===== src/rtl/s_term_ram_io_pkg.sv =====
// Shared types and sizing helpers for the south-edge RAM_IO terminal bridge.
package s_term_ram_io_pkg;

  typedef enum logic [1:0] {
    IDLE = 2'd0,
    REQ  = 2'd1,
    DONE = 2'd2
  } state_t;

  localparam int DEF_ADDR_W  = 8;
  localparam int DEF_DATA_W  = 8;
  localparam int DEF_TIMEOUT = 15;

  // Wide enough to hold every value 0..timeout.
  function automatic int cnt_w(input int timeout);
    return $clog2(timeout + 1);
  endfunction

endpackage


===== src/rtl/s_term_ram_io_bridge_req_edge.sv =====
// Registers the fabric request wire and produces a one-cycle rising-edge pulse.
module ram_io_req_edge (
  input  logic clk,
  input  logic rst,
  input  logic req,
  output logic req_edge
);

  logic req_q;

  always_ff @(posedge clk or posedge rst) begin
    if (rst) req_q <= 1'b0;
    else     req_q <= req;
  end

  assign req_edge = req & ~req_q;

endmodule


===== src/rtl/s_term_ram_io_bridge.sv =====
// Fabric-to-RAM-macro bridge: edge-triggered request, held req/ack handshake,
// ack timeout, and registered read data / done / error / overrun status.
module s_term_ram_io_bridge
  import s_term_ram_io_pkg::*;
#(
  parameter int ADDR_W  = DEF_ADDR_W,
  parameter int DATA_W  = DEF_DATA_W,
  parameter int TIMEOUT = DEF_TIMEOUT
) (
  input  logic              UserCLK,
  input  logic              reset,
  input  logic              fab_req,
  input  logic              fab_we,
  input  logic [ADDR_W-1:0] fab_addr,
  input  logic [DATA_W-1:0] fab_wdata,
  output logic [DATA_W-1:0] fab_rdata,
  output logic              fab_busy,
  output logic              fab_done,
  output logic              fab_err,
  output logic              fab_ovf,
  output logic              mem_req,
  output logic              mem_we,
  output logic [ADDR_W-1:0] mem_addr,
  output logic [DATA_W-1:0] mem_wdata,
  input  logic [DATA_W-1:0] mem_rdata,
  input  logic              mem_ack
);

  localparam int               CNT_W    = cnt_w(TIMEOUT);
  localparam logic [CNT_W-1:0] CNT_LAST = CNT_W'(TIMEOUT - 1);

  state_t           state, state_nxt;
  logic [CNT_W-1:0] cnt;
  logic             req_edge;

  ram_io_req_edge u_req_edge (
    .clk      (UserCLK),
    .rst      (reset),
    .req      (fab_req),
    .req_edge (req_edge)
  );

  always_comb begin
    state_nxt = state;
    unique case (state)
      IDLE:    if (req_edge) state_nxt = REQ;
      REQ:     if (mem_ack || (cnt == CNT_LAST)) state_nxt = DONE;
      DONE:    state_nxt = IDLE;
      default: state_nxt = IDLE;
    endcase
  end

  // Done is exactly the single DONE-state cycle, so it drops with async reset.
  assign fab_done = (state == DONE);

  always_ff @(posedge UserCLK or posedge reset) begin
    if (reset) begin
      state     <= IDLE;
      cnt       <= '0;
      mem_req   <= 1'b0;
      mem_we    <= 1'b0;
      mem_addr  <= '0;
      mem_wdata <= '0;
      fab_rdata <= '0;
      fab_busy  <= 1'b0;
      fab_err   <= 1'b0;
      fab_ovf   <= 1'b0;
    end else begin
      state <= state_nxt;
      unique case (state)
        IDLE: begin
          if (req_edge) begin
            mem_we    <= fab_we;
            mem_addr  <= fab_addr;
            mem_wdata <= fab_wdata;
            mem_req   <= 1'b1;
            fab_busy  <= 1'b1;
            fab_err   <= 1'b0;
            fab_ovf   <= 1'b0;
            cnt       <= '0;
          end
        end
        REQ: begin
          if (req_edge) fab_ovf <= 1'b1;
          cnt <= cnt + CNT_W'(1);
          // Ack takes priority over a timeout landing in the same cycle.
          if (mem_ack) begin
            if (!mem_we) fab_rdata <= mem_rdata;
            mem_req <= 1'b0;
          end else if (cnt == CNT_LAST) begin
            mem_req <= 1'b0;
            fab_err <= 1'b1;
          end
        end
        DONE: begin
          if (req_edge) fab_ovf <= 1'b1;
          cnt      <= '0;
          fab_busy <= 1'b0;
        end
        default: ;
      endcase
    end
  end

endmodule


===== config.mk =====
export PLATFORM = sky130hd
export DESIGN_NAME = s_term_ram_io_bridge
export DESIGN_NICKNAME = d
export VERILOG_FILES = /design/src/rtl/s_term_ram_io_pkg.sv /design/src/rtl/s_term_ram_io_bridge_req_edge.sv /design/src/rtl/s_term_ram_io_bridge.sv
export SDC_FILE = /design/constraint.sdc
export NUM_CORES = 1
export LEC_CHECK = 0
export ABC_AREA = 0
export CAP_MARGIN = 20
export CORE_ASPECT_RATIO = 1.5
export CORE_UTILIZATION = 44
export DETAILED_ROUTE_END_ITERATION = 8
export PLACE_DENSITY = 0.79
export SETUP_SLACK_MARGIN = 0.4
export SLEW_MARGIN = 20
export SYNTH_ARGS = -nofsm -noshare
export SYNTH_HDL_FRONTEND = slang
export SYNTH_SLANG_ARGS = --single-unit

===== constraint.sdc =====
create_clock -name UserCLK -period 1.9 [get_ports UserCLK]
set_input_delay 0.285 -clock UserCLK [delete_from_list [all_inputs] [get_ports UserCLK]]
set_output_delay 0.285 -clock UserCLK [all_outputs]
set_load 0.03 [all_outputs]

# [Yosys cells after proc, flatten, opt, wreduce, memory -nomap -nowiden]
# Index checks and enable logic that the tools add are counted.
[word_totals] memories=0 regBits=36 output_inout_bits=30 inputBits=29 latch_bits=0 rom_bits=0 ramBits=0
[classes] multipliers=0 eq_ne=9 n_div=0 muxes=15 reduce_logical=15 bitwise=3 n_addsub=1 n_shift=0 magnitude_cmp=0
[ops] op="4-bit case mux with 3 select lines" count=1
[ops] op="3-bit AND reduction" count=3
[ops] op="2-bit inequality test, second input constant" count=4
[ops] op="1-bit case mux with 2 select lines" count=4
[ops] op="2-bit AND reduction" count=4
[ops] op="1-bit 2-to-1 mux" count=6
[ops] op="2-bit nonzero test" count=3
[ops] op="4-bit by 1-bit adder with 4-bit output, second input constant" count=1
[ops] op="4-bit == test, second input constant" count=1
[ops] op="2-bit 2-to-1 mux" count=2
[ops] op="4-bit 2-to-1 mux" count=1
[ops] op="2-bit case mux with 2 select lines" count=1
[ops] op="4-bit AND reduction" count=1
[ops] op="3-bit inequality test, second input constant" count=1
[ops] op="3-bit nonzero test" count=1
[ops] op="2-bit by 1-bit == test with 1-bit output, second input constant" count=1
[ops] op="2-bit == test, second input constant" count=1
[ops] op="2-bit logical NOT" count=1
[ops] op="2-bit by 1-bit inequality test with 1-bit output, second input constant" count=1
[ops] op="1-bit NOT" count=2
[ops] op="2-bit OR reduction" count=1
[ops] op="1-bit bitwise AND" count=1
[ops] op="1-bit logical OR" count=1

# [Logic depth before layout (Yosys ltp)]
[depth] ltp_word=4 mapped_depth=8 mapped_depth_nobuf=5

# [Modules after synthesis]
# Synthesis repeated with hierarchy kept, for this count alone.
[hier_totals] hier_cells=119 hier_area_um2=1580.3
[by_module_without_submodules] mod="s_term_ram_io_bridge" n_inst=1 seq_area_each_um2=875.8 area_each_um2=1537.7 cells_per_inst=116
[by_module_without_submodules] mod="ram_io_req_edge" n_inst=1 seq_area_each_um2=25.0 area_each_um2=42.5 cells_per_inst=3

# [Worst setup path before layout]
# OpenSTA, ideal clock, no wires.
[synth_timing] path_type="register to register" start="register state[0]" end="register mem_we" required_time_ps=1783 slack_ps=485 setup_time_ps=117 path_stages_with_launch=9 n_path_buf=3 t_arrival_ps=1299 path_cell_list="dfrtp_1 inv_1 ha_1 buf_6 and3b_1 buf_4 buf_6 nand2_1 nand2_1"
[synth_between] elab_chain_len=2
[synth_rtl] element="start: declaration" line="s_term_ram_io_bridge.sv:32" source="state_t state, state_nxt;"
[synth_rtl] element="start signal: assignment" line="s_term_ram_io_bridge.sv:69" source="state <= state_nxt;"
[synth_rtl] element="2-bit logical NOT" line="s_term_ram_io_bridge.sv:70" source="unique case (state)"
[synth_rtl] element="2-bit AND reduction (no source line)"
[synth_rtl] element="end signal: assignment" line="s_term_ram_io_bridge.sv:73" source="mem_we <= fab_we;"
[synth_rtl] element="end: declaration" line="s_term_ram_io_bridge.sv:22" source="output logic mem_we,"
# Every way passes these cells.
# A chain may end at the register's enable or synchronous reset.

# [Worst setup path after layout]
[layout_timing] start="register cnt[0]" end="register state[0]"
[layout_between] elab_chain_len=4
[layout_rtl] element="start: declaration" line="s_term_ram_io_bridge.sv:33" source="logic [CNT_W-1:0] cnt;"
[layout_rtl] element="start signal: assignment" line="s_term_ram_io_bridge.sv:85" source="cnt <= cnt + CNT_W'(1);"
[layout_rtl] element="4-bit == test" line="s_term_ram_io_bridge.sv:47" source="REQ: if (mem_ack || (cnt == CNT_LAST)) state_nxt = DONE;"
[layout_rtl] element="1-bit logical OR" line="s_term_ram_io_bridge.sv:47"
[layout_rtl] element="2-bit inequality test (no source line)"
[layout_rtl] element="2-bit AND reduction (no source line)"
# Every way passes these cells.

==> summary.txt <==
Outcome
  • Status: complete, no violations

Synth
  • Count leader, synth: nand2_1
  • FF+latch count, synth: 36
  • Post-synth cell types: 34
  • Number of synthesized flops with an enable pin: 0
  • Syn nets: 188
  • Synth warnings: 0
  • Synth Flop Type: dfrtp_1
  • Cell taking the most area after synthesis: dfrtp_1
  • Most frequent cells after synthesis: nand2_1, dfrtp_1, mux2_1, inv_1, ha_1
  • Synth top area cells: dfrtp_1, nand2_1, mux2_1, ha_1, inv_1
  • Top-area cell type share of the netlist area: 0.548
  • Seq/Total Area, Yosys: 0.548
  • Asr flop ratio synth: 1.00
  • Post-Syn Area: 1650 um2
  • Syn_area_per_cell: approximately 11 um2
  • Post-Synthesis Cells: about 150

Power and ir drop
  • Total power: 3900 uW
  • VDD IR max: 0.972 mV
  • Pwr/cell area: ~1600 nW/um2
  • Lkg Pwr: 0.00123 uW

Global route
  • Largest net degree at the start of global routing: 37
  • Initial antenna violation count: 0
  • Grt ovf: 0
  • Overall Global Routing Usage: 0.209
  • Vias in the first global route: between 1000 and 1500
  • Global-route wire length before repair: 6190 um

Clock network
  • Skew-Pair Late Insertion Delay: around 0.28 ns
  • CTS tree: yes
  • H-tree depth: 2
  • TritonCTS Buffers: 5
  • CTS Hold Bufs: 0
  • Clock Sink Count: 36
  • Clock Path Buffers: 2
  • Clk pin slew, worst setup/hold paths: 0.07 ns
  • Clk root buf: clkbuf_8

Setup path
  • Crit start category: register
  • Crit. End Element: register
  • Worst path top cell family by delay: flip-flops
  • Crit-path cells: inv_1, ha_2, nand3_4, a32oi_4, mux2_4
  • Critical-path top delay cell: dfrtp_1
  • CP peak stage delay: roughly 0.39 ns
  • CP Class: register to register
  • Critical path arrival: ~1.7 ns
  • Buf/Inv on CP: 1
  • Required time of the critical path: between 2 and 2.5 ns
  • Worst Path Max Fanout: 3

Timing
  • Final hold vios: 0
  • Clock skew: roughly 0.0032 ns
  • Max Freq: 0.664 GHz
  • Final setup violation count: 0
  • Final hold slack: ~0.40 ns
  • Slew HR: 0.703
  • Slew of the pin with the lowest slew margin: 0.445 ns
  • Unrepaired setup endpoints after global routing: yes
  • Crit path time final: roughly 1.5 ns
  • Setup TNS: 0 ns
  • Tcrit/Tclk final: 0.792
  • Slew Limit Fails: 0

Die
  • Initial Util: 0.473
  • Die Y: 76.9 um
  • IO Pins: a little under 60
  • Full die area: roughly 4000 um2
  • Chip Width: slightly above 50 um
  • Placeable Area: 3480 um2
  • FP Rows: 26

Place
  • Port Buffers: 58
  • Routability cong.: ~0.77
  • Post-DP HPWL: between 2000 and 3000 um
  • DP Cell Count: about 250

Final layout
  • Area grow syn2layout: 45.3%
  • Share of cells above drive strength 1: 0.133
  • Ant diodes: 0
  • Final Non-Filler Cells: 260
  • Nets: about 250

Drt
  • Antenna-violating nets left: 0
  • DR WL/cell: between 10 and 15 um
  • Final WL: between 3000 and 4000 um
  • Residual DRC: 0
  • DR vias: roughly 1300
  • Avg Vias per Cell: 4.93
  • Detailed Route Iter0 Violations: 19
  • Pre-antenna DRT Iters: 4

Worst hold path
  • HP Class: input pin to async pin

Flow run
  • Max Cap Viol: 0
[metal layers]
metal,wire length (um),vias to the layer above,track usage
li1,-,622,-
met1,1350,619,0.225
met2,2030,34,0.364
met3,209,7,0.0575
met4,65,0,0.0892
met5,0,-,0
[power by group]
part | total, uW | switching [uW] | internal [uW] | leakage, uW
registers | 1290 | 193 | 1100 | 0.000445
logic | 2060 | 1250 | 804 | 0.000737
clock network | 552 | 256 | 296 | 0.0000455
[layout make-up]
class / instances / area (um2)
well taps: 42 / 52.6
multi-input cells: 102 / 723
inverters: 8 / 30.0
repair buffers: 64 / 594
clock buffers: 8 / 90.1
fillers: 270 / 1090
flip-flops and latches: 36 / 901
[what timing repair did]
item / CTS / global route
pin swaps: 1 / 1
gates resized for setup: 37 / 11
setup buffers: 1 / 2
endpoints found under the setup margin: 64 / 21
[worst min-delay path: cells and delay by family]
| kind | cells | cell delay [ns] |
|---|---|---|
| buf+inv | 3 | 0.83 |
[through the flow]
step / cell area (um2) / setup slack (ns) / utilization
final: 2390 / 0.394 / 0.687
after global routing: 2390 / 0.342 / 0.687
after global placement: 2260 / 0.271 / 0.648
after CTS: 2330 / 0.294 / 0.671
after floorplan: 1650 / 0.485 / -
after detailed placement: 2260 / 0.205 / 0.648
[state kept, by name, summed over array words and instances (netlist names)]
name,count
cnt,4
fab_busy,1
fab_err,1
fab_ovf,1
fab_rdata,8
mem_addr,8
mem_req,1
mem_wdata,8
mem_we,1
state,2
u_req_edge.req_q,1
[layout by cell type, fill, tap and decap left out, types with 3 or more instances in the layout]
master | Yosys | final
clkdlybuf4s50_1 | 0 | 28
inv_1 | 8 | 6
dlygate4sd2_1 | 0 | 29
nand2_1 | 54 | 54
buf_4 | 1 | 4
mux2_1 | 11 | 9
dfrtp_1 | 36 | 36
ha_1 | 7 | 4
clkbuf_8 | 0 | 6
o21ai_1 | 3 | 3
[logic make-up after synthesis]
group | count (synthesis) | synth area share
AND/OR/NAND/NOR | 70 | 0.204
AO/OA/AOI/OAI | 13 | 0.0692
multiplexers | 12 | 0.0814
buffers and inverters | 14 | 0.0449
adder cells (fa/ha/maj) | 7 | 0.0532
flip-flops | 36 | 0.548
[final timing paths]
check,startpoint,endpoint,slack [ns],cells after the start
max,cnt[0]$_DFFE_PP0P_,state[0]$_DFFE_PP0P_,0.39,5
min,reset,mem_wdata[1]$_DFFE_PP0P_,0.40,3
max reg2reg,cnt[0]$_DFFE_PP0P_,state[0]$_DFFE_PP0P_,0.39,5
min reg2reg,mem_addr[2]$_DFFE_PP0P_,mem_addr[2]$_DFFE_PP0P_,0.47,2
max in group asynchronous,reset,mem_addr[6]$_DFFE_PP0P_,1.19,3
min in group UserCLK,mem_addr[2]$_DFFE_PP0P_,mem_addr[2]$_DFFE_PP0P_,0.47,2
Power figures use the tool's default switching activity.
